[config.mk]
export PLATFORM = sky130hd
export DESIGN_NAME = ro_meas_seq_ctrl_flat
export DESIGN_NICKNAME = d
export VERILOG_FILES = /design/src/rtl/ro_meas_seq_ctrl_if.sv /design/src/rtl/ro_meas_seq_ctrl.sv /design/src/flat_wrapper.sv
export SDC_FILE = /design/constraint.sdc
export NUM_CORES = 2
export LEC_CHECK = 0
export BUFFER_PORTS_ARGS = -buffer_cell sky130_fd_sc_hd__buf_2
export CORE_ASPECT_RATIO = 2
export CORE_MARGIN = 3
export CORE_UTILIZATION = 50
export DETAILED_ROUTE_END_ITERATION = 8
export GPL_TIMING_DRIVEN = 0
export HOLD_SLACK_MARGIN = 0.03
export PLACE_DENSITY = 0.67
export SYNTH_ARGS = -nofsm -noshare
export SYNTH_HDL_FRONTEND = slang
export SYNTH_SLANG_ARGS = --single-unit
export TNS_END_PERCENT = 100
[constraint.sdc]
create_clock -name CLK -period 5.61 [get_ports CLK]
set_input_delay 0 -clock CLK [delete_from_list [all_inputs] [get_ports CLK]]
set_output_delay 0 -clock CLK [all_outputs]
set_load 0.03 [all_outputs]
[src/rtl/ro_meas_seq_ctrl_if.sv]
// Result drain link between the measurement core and the PS-side DMA.
// Latency: data_out/data_en are registered one cycle after the pop decision.
// Backpressure: the DMA holds transfer_active low to stop pops; data_out holds its last value.
interface ro_meas_seq_ctrl_if;
    logic [31:0] data_out;
    logic        data_en;
    logic        transfer_en;
    logic        transfer_active;

    modport master (
        output data_out,
        output data_en,
        output transfer_en,
        input  transfer_active
    );

    modport slave (
        input  data_out,
        input  data_en,
        input  transfer_en,
        output transfer_active
    );
endinterface

[src/rtl/ro_meas_seq_ctrl.sv]
// Ring-oscillator sweep sequencer: heat, gated edge counting, result write, cool-down.
// Latency: one result word per cycle in WRITE; drained words appear one cycle after the pop.
// Backpressure: a full result FIFO stalls the FSM in WRITE; DMA stalls via transfer_active.
module ro_meas_seq_ctrl #(
    parameter int NUM_RO     = 8,
    parameter int CNT_WIDTH  = 32,
    parameter int FIFO_DEPTH = 16
) (
    input  logic              CLK,
    input  logic              RESET,
    input  logic              DECOUPLE,
    input  logic [31:0]       meas_cmd,
    input  logic [31:0]       meas_mode,
    input  logic [31:0]       meas_time,
    input  logic [31:0]       meas_readouts,
    input  logic [31:0]       meas_heatup,
    input  logic [31:0]       meas_cooldown,
    input  logic [NUM_RO-1:0] ro_in,
    output logic [NUM_RO-1:0] ro_enable,
    output logic              meas_done,
    ro_meas_seq_ctrl_if.master dma
);

    localparam int CH_W = (NUM_RO > 1) ? $clog2(NUM_RO) : 1;
    localparam int AW   = (FIFO_DEPTH > 1) ? $clog2(FIFO_DEPTH) : 1;
    localparam logic [CH_W-1:0]      CH_LAST  = CH_W'(NUM_RO - 1);
    localparam logic [AW:0]          FULL_CNT = (AW+1)'(FIFO_DEPTH);
    localparam logic [CNT_WIDTH-1:0] CNT_MAX  = '1;

    typedef enum logic [2:0] {
        S_IDLE, S_HEAT, S_MEAS, S_WRITE, S_COOL, S_DRAIN, S_DONE
    } state_t;

    state_t state, state_nxt, win_first;

    logic [CH_W-1:0]      ch, ch_nxt, widx, widx_nxt;
    logic [31:0]          sweep, sweep_nxt, timer;
    logic                 mode_q;
    logic [31:0]          time_q, reads_q, heat_q, cool_q;
    logic                 cmd0_q, start, abort, active;
    logic                 push, cnt_clr, adv, last_ch, last_sweep;
    logic [NUM_RO-1:0]    sync1, sync2, sync3, ro_rise, en_mask;
    logic [CNT_WIDTH-1:0] cnt [NUM_RO];
    logic [31:0]          word;

    logic [31:0]          mem [FIFO_DEPTH];
    logic [AW-1:0]        wptr, rptr;
    logic [AW:0]          fcnt;
    logic                 fifo_full, fifo_empty, pop;
    logic [31:0]          dout_q;
    logic                 den_q;
    logic                 unused_bits;

    assign unused_bits = ^{meas_cmd[31:2], meas_mode[31:1]};

    // Start is a rising edge of cmd bit 0, suppressed by abort or decouple.
    assign start  = meas_cmd[0] & ~cmd0_q & ~meas_cmd[1] & ~DECOUPLE;
    assign abort  = meas_cmd[1] | DECOUPLE;
    assign active = (state != S_IDLE) && (state != S_DONE);

    assign win_first  = (heat_q == 32'd0) ? S_MEAS : S_HEAT;
    assign last_ch    = mode_q || (ch == CH_LAST);
    assign last_sweep = (sweep == reads_q - 32'd1);

    assign en_mask   = mode_q ? {NUM_RO{1'b1}} : (NUM_RO'(1) << ch);
    assign ro_enable = ((state == S_HEAT) || (state == S_MEAS)) ? en_mask : '0;
    assign meas_done = (state == S_DONE);

    // Sequential mode reports the active channel; parallel mode walks all channels.
    assign word = mode_q ? 32'(cnt[widx]) : 32'(cnt[ch]);

    assign fifo_full  = (fcnt == FULL_CNT);
    assign fifo_empty = (fcnt == '0);
    assign pop        = ~fifo_empty & dma.transfer_active & ~DECOUPLE;

    assign dma.transfer_en = ~fifo_empty & ~DECOUPLE;
    assign dma.data_en     = den_q & ~DECOUPLE;
    assign dma.data_out    = dout_q;

    // Next-state and sequencing decisions; abort/decouple override everything in a run.
    always_comb begin
        state_nxt = state;
        ch_nxt    = ch;
        widx_nxt  = widx;
        sweep_nxt = sweep;
        push      = 1'b0;
        cnt_clr   = 1'b0;
        adv       = 1'b0;
        if (active && abort) begin
            state_nxt = S_IDLE;
            cnt_clr   = 1'b1;
        end else begin
            case (state)
                S_IDLE, S_DONE: begin
                    if (start) begin
                        state_nxt = (meas_heatup == 32'd0) ? S_MEAS : S_HEAT;
                        ch_nxt    = '0;
                        widx_nxt  = '0;
                        sweep_nxt = '0;
                        cnt_clr   = 1'b1;
                    end
                end
                S_HEAT: begin
                    if (timer == heat_q - 32'd1) state_nxt = S_MEAS;
                end
                S_MEAS: begin
                    if (timer == time_q - 32'd1) begin
                        state_nxt = S_WRITE;
                        widx_nxt  = '0;
                    end
                end
                S_WRITE: begin
                    if (!fifo_full) begin
                        push = 1'b1;
                        if (!mode_q || (widx == CH_LAST)) begin
                            if (cool_q != 32'd0) state_nxt = S_COOL;
                            else                 adv       = 1'b1;
                        end else begin
                            widx_nxt = widx + CH_W'(1);
                        end
                    end
                end
                S_COOL: begin
                    if (timer == cool_q - 32'd1) adv = 1'b1;
                end
                S_DRAIN: begin
                    if (fifo_empty) state_nxt = S_DONE;
                end
                default: state_nxt = S_IDLE;
            endcase
            if (adv) begin
                if (!last_ch) begin
                    ch_nxt    = ch + CH_W'(1);
                    state_nxt = win_first;
                    cnt_clr   = 1'b1;
                end else if (!last_sweep) begin
                    ch_nxt    = '0;
                    sweep_nxt = sweep + 32'd1;
                    state_nxt = win_first;
                    cnt_clr   = 1'b1;
                end else begin
                    state_nxt = S_DRAIN;
                end
            end
        end
    end

    // FSM state, sequencing indices and the per-state cycle timer.
    always_ff @(posedge CLK) begin
        if (RESET) begin
            state  <= S_IDLE;
            ch     <= '0;
            widx   <= '0;
            sweep  <= '0;
            timer  <= '0;
            cmd0_q <= 1'b0;
        end else begin
            state  <= state_nxt;
            ch     <= ch_nxt;
            widx   <= widx_nxt;
            sweep  <= sweep_nxt;
            timer  <= (state_nxt != state) ? 32'd0 : timer + 32'd1;
            cmd0_q <= meas_cmd[0];
        end
    end

    // Control words are captured at start so PS writes mid-run have no effect.
    always_ff @(posedge CLK) begin
        if (RESET) begin
            mode_q  <= 1'b0;
            time_q  <= 32'd1;
            reads_q <= 32'd1;
            heat_q  <= '0;
            cool_q  <= '0;
        end else if ((state == S_IDLE || state == S_DONE) && start) begin
            mode_q  <= meas_mode[0];
            time_q  <= (meas_time == 32'd0) ? 32'd1 : meas_time;
            reads_q <= (meas_readouts == 32'd0) ? 32'd1 : meas_readouts;
            heat_q  <= meas_heatup;
            cool_q  <= meas_cooldown;
        end
    end

    // Two-flop synchroniser plus a third flop for rising-edge detection.
    always_ff @(posedge CLK) begin
        if (RESET) begin
            sync1 <= '0;
            sync2 <= '0;
            sync3 <= '0;
        end else begin
            sync1 <= ro_in;
            sync2 <= sync1;
            sync3 <= sync2;
        end
    end

    assign ro_rise = sync2 & ~sync3;

    // Saturating edge counters, live only in MEASURE for enabled channels.
    always_ff @(posedge CLK) begin
        for (int i = 0; i < NUM_RO; i++) begin
            if (RESET || cnt_clr) begin
                cnt[i] <= '0;
            end else if ((state == S_MEAS) && en_mask[i] && ro_rise[i] && (cnt[i] != CNT_MAX)) begin
                cnt[i] <= cnt[i] + CNT_WIDTH'(1);
            end
        end
    end

    // Result storage; push is only raised when the FIFO has room.
    always_ff @(posedge CLK) begin
        if (push) mem[wptr] <= word;
    end

    // FIFO pointers and occupancy; decouple flushes the contents.
    always_ff @(posedge CLK) begin
        if (RESET || DECOUPLE) begin
            wptr <= '0;
            rptr <= '0;
            fcnt <= '0;
        end else begin
            if (push) wptr <= wptr + AW'(1);
            if (pop)  rptr <= rptr + AW'(1);
            case ({push, pop})
                2'b10:   fcnt <= fcnt + (AW+1)'(1);
                2'b01:   fcnt <= fcnt - (AW+1)'(1);
                default: fcnt <= fcnt;
            endcase
        end
    end

    // Registered drain output: word and strobe appear the cycle after the pop.
    always_ff @(posedge CLK) begin
        if (RESET) begin
            dout_q <= '0;
            den_q  <= 1'b0;
        end else begin
            den_q <= pop;
            if (pop) dout_q <= mem[rptr];
        end
    end

endmodule

[src/flat_wrapper.sv]
// flat-port wrapper written by rule: the top's interface ports become plain ports
module ro_meas_seq_ctrl_flat 
#(
    parameter int NUM_RO     = 8,
    parameter int CNT_WIDTH  = 32,
    parameter int FIFO_DEPTH = 16
)
  (CLK, RESET, DECOUPLE, meas_cmd, meas_mode, meas_time, meas_readouts, meas_heatup, meas_cooldown, ro_in, ro_enable, meas_done, dma_data_out, dma_data_en, dma_transfer_en, dma_transfer_active);
  ro_meas_seq_ctrl_if dma_i ();
  input  logic CLK;
  input  logic RESET;
  input  logic DECOUPLE;
  input  logic [31:0] meas_cmd;
  input  logic [31:0] meas_mode;
  input  logic [31:0] meas_time;
  input  logic [31:0] meas_readouts;
  input  logic [31:0] meas_heatup;
  input  logic [31:0] meas_cooldown;
  input  logic [NUM_RO-1:0] ro_in;
  output logic [NUM_RO-1:0] ro_enable;
  output logic meas_done;
  output wire logic [$bits(dma_i.data_out)-1:0] dma_data_out;
  output wire logic [$bits(dma_i.data_en)-1:0] dma_data_en;
  output wire logic [$bits(dma_i.transfer_en)-1:0] dma_transfer_en;
  input wire logic [$bits(dma_i.transfer_active)-1:0] dma_transfer_active;
  assign dma_data_out = dma_i.data_out;
  assign dma_data_en = dma_i.data_en;
  assign dma_transfer_en = dma_i.transfer_en;
  assign dma_i.transfer_active = dma_transfer_active;
  ro_meas_seq_ctrl #(.NUM_RO(NUM_RO), .CNT_WIDTH(CNT_WIDTH), .FIFO_DEPTH(FIFO_DEPTH)) u_core (.CLK(CLK), .RESET(RESET), .DECOUPLE(DECOUPLE), .meas_cmd(meas_cmd), .meas_mode(meas_mode), .meas_time(meas_time), .meas_readouts(meas_readouts), .meas_heatup(meas_heatup), .meas_cooldown(meas_cooldown), .ro_in(ro_in), .ro_enable(ro_enable), .meas_done(meas_done), .dma(dma_i));
endmodule
==> results.txt <==
Worst-Skew Late Latency: 0.72 ns
CTS tree: built
Post-route ant nets: 0
Buf/Inv on CP: 3
WS Path Type: reg2reg
Most instantiated cells after synthesis: 768 x edfxtp_1, 501 x nand2_1, 448 x nor2_1
Crit start category: flip-flop
Die footprint: 110000 um^2
Fin nets: 5075
Share of layout cells above drive strength 1: 15.6%
Post-Syn Area per Cell: 12.1 um^2
GRT overflow: 0
Synth Flop Type: edfxtp_1
Ys Warns: 0
Post-Route Utilization: 58.1%
Initial antenna violation count: 4
CTS Buffer Depth: 3
Max Cap Violations: 0
WL per Instance: 27.1 um
Crit path capture type: flip-flop
Final wirelength: 170000 um
Yosys top cell by area: edfxtp_1
Setup WS post-layout: 0.296 ns
Hold WS: 0.0811 ns
Min-Delay Path Class: in2reg
Number of synthesized flops with an enable pin: 768
Worst-Margin Slew: 1.44 ns
RSZ-0062 raised after global routing: no
Area grow syn2layout: 15.2%
Hpwl dp: 128000 um
Seq/Total Area, Yosys: 54.1%
Ports: 247
# setup viols final: 0
Mapped Nets: 4610
Rows: 168
Place WS: -1.94 ns
Largest net degree at the start of global routing: 33
Worst path required time: 6.01 ns
Num CTS Buffers: 94
Main area contributors after synthesis: edfxtp_1 44%, mux4_2 12%, dfxtp_1 11%, xor2_1 4.2%, nand2_1 3.5%
IO Port Bufs: 184
Pre-antenna DRT Iters: 6
Final GP Congestion: 0.962
Critical-path cell list: clkbuf_1 > xnor2_1 > nor3b_2 > o221ai_1 > nor4_1 > nand4_1 > nor4_4 > buf_12 > o32ai_4 > nand2_1 > nor3_4 > nand3_1 > clkbuf_1 > nor2_1
Final Hold Fails: 0
Top-area cell type share of the netlist area: 43.5%
Chip Width: 236 um
Die Ht: 466 um
Clk_skew: 0.0380 ns
Crit-path max FO: 10
Clock sink total: 1047
WP data arrival: 5.72 ns
Final Total Pwr: 16.5 mW
Worst path max stage delay: 0.73 ns
Fmax: 188 MHz
Post-synth cell types: 88
Vias in the first global route: 40100
Htree depth: 3
Status: completed
Total negative setup slack: 0 ns
Total number of vias: 38300
LEAKAGE: 19.8 nW
Yosys reg bits: 1047
Drc violations: 0
Slew Viols, Final: 0
Most Frequent Cell on Critical Path: clkbuf_1
Mapped Cells: 4373
CP top delay family: simple AND/OR/NAND/NOR gates
DR iter-0 viols: 2695
First-pass GRT wire length: 251000 um
Cell chosen for the clock root: clkbuf_16
Most common cell in the netlist: edfxtp_1
Worst-path clk slew: 0.07 ns
Critical path's slowest cell: clkbuf_1
Pwr/cell area: 270 nW/um^2
Vias per Instance: 6.11
Post-route clock period utilization: 94.7%
Rel. slew slack: 2.98%
GRT Overall Usage: 30.6%
Core area: 105000 um^2
Asr flop ratio synth: 0%
Initial Util: 50.4%
Period minus WS final: 5.31 ns
Post-Synthesis Cell Area: 53000 um^2
Max VDD drop: 0.312 mV
registers in the layout, summed over array words and instances (netlist names), 32 cells and up, named ones only:
signal               flops
u_core.cnt             256
u_core.cool_q           32
u_core.dma.data_out     32
u_core.heat_q           32
u_core.mem             512
u_core.reads_q          32
u_core.sweep            32
u_core.time_q           32
u_core.timer            32
worst paths after layout:
check	slack, ns	depth (start not counted)	from	end
worst min-delay path	0.08	3	meas_readouts[12]	u_core.reads_q[12]
worst max register to register	0.30	14	u_core.timer[1]	u_core.cnt[5][30]
worst max-delay path	0.30	14	u_core.timer[1]	u_core.cnt[5][30]
worst min register to register	0.44	1	u_core.sync1[2]	u_core.sync2[2]
power by group:
part | total [mW] | switching (mW) | internal (mW)
Clock | 6.59 | 3.06 | 3.52
Combinational | 1.22 | 0.741 | 0.484
Sequential | 8.69 | 0.209 | 8.48
Total | 16.5 | 4.01 | 12.5
area by class of cell:
class / count / area [um^2]
Clock buffer: 122 / 2580
Sequential cell: 1047 / 28600
Clock inverter: 52 / 504
Tap cell: 1360 / 1700
Timing Repair Buffer: 372 / 3010
Inverter: 52 / 195
Fill cell: 8598 / 44100
Buffer: 270 / 1070
Multi-Input combinational cell: 3001 / 23300
Antenna cell: 4 / 10.0
cell families after synthesis:
logic type | synth area share, %
muxes | 12.9
xor gates and xnor gates | 7.30
and+or+nand+nor | 15.4
DFF | 54.1
AOI/OAI and AO/OA | 7.09
buffers and inverters | 2.39
adders and majority gates | 0.793
repair_timing:
action | in CTS | in global routing
setup endpoints to repair | 549 | 535
gates resized for setup | 12 | 7
hold endpoints to repair | 142 | 0
buffers inserted | 5 | 1
hold buffers | 152 | 0
pin swaps | 2 | 1
worst min-delay path, stage by stage:
cell and delay [ns]:
dlygate4sd3_1 0.52, buf_2 0.11, a22o_1 0.12
layer usage:
metal | track usage [%] | vias up | wire length, um
met4 | 24.2 | 0 | 16400
li1 | - | 17300 | -
met1 | 29.3 | 19000 | 53500
met2 | 57.3 | 1468 | 90600
met3 | 5.18 | 526 | 9410
met5 | 0 | - | 0
placed cells by master, fill, tap and decap left out, types with 51 or more instances in the layout:
master | netlist | routed
clkbuf_1 | 229 | 239
nor4_1 | 78 | 73
nor3_1 | 94 | 90
xor2_1 | 256 | 256
o21ai_0 | 71 | 71
xnor2_1 | 183 | 183
mux4_2 | 288 | 288
edfxtp_1 | 768 | 768
nand3_1 | 127 | 127
dfxtp_1 | 279 | 279
nor2_1 | 448 | 436
nand2_1 | 501 | 494
buf_2 | 5 | 189
and3_1 | 84 | 84
nand4_1 | 80 | 80
inv_1 | 51 | 51
nor2b_1 | 75 | 75
clkbuf_16 | 0 | 96
a21oi_1 | 232 | 224
dlygate4sd3_1 | 0 | 152
stage by stage:
step           cell area, um^2  instances
5_1_grt                  61000       6280
4_1_cts                  61000       6277
2_1_floorplan            53000       4373
3_3_place_gp             55600       5917
3_5_place_dp             56300       5947
6_report                 61000       6280
(Power assumes the default switching activity.)
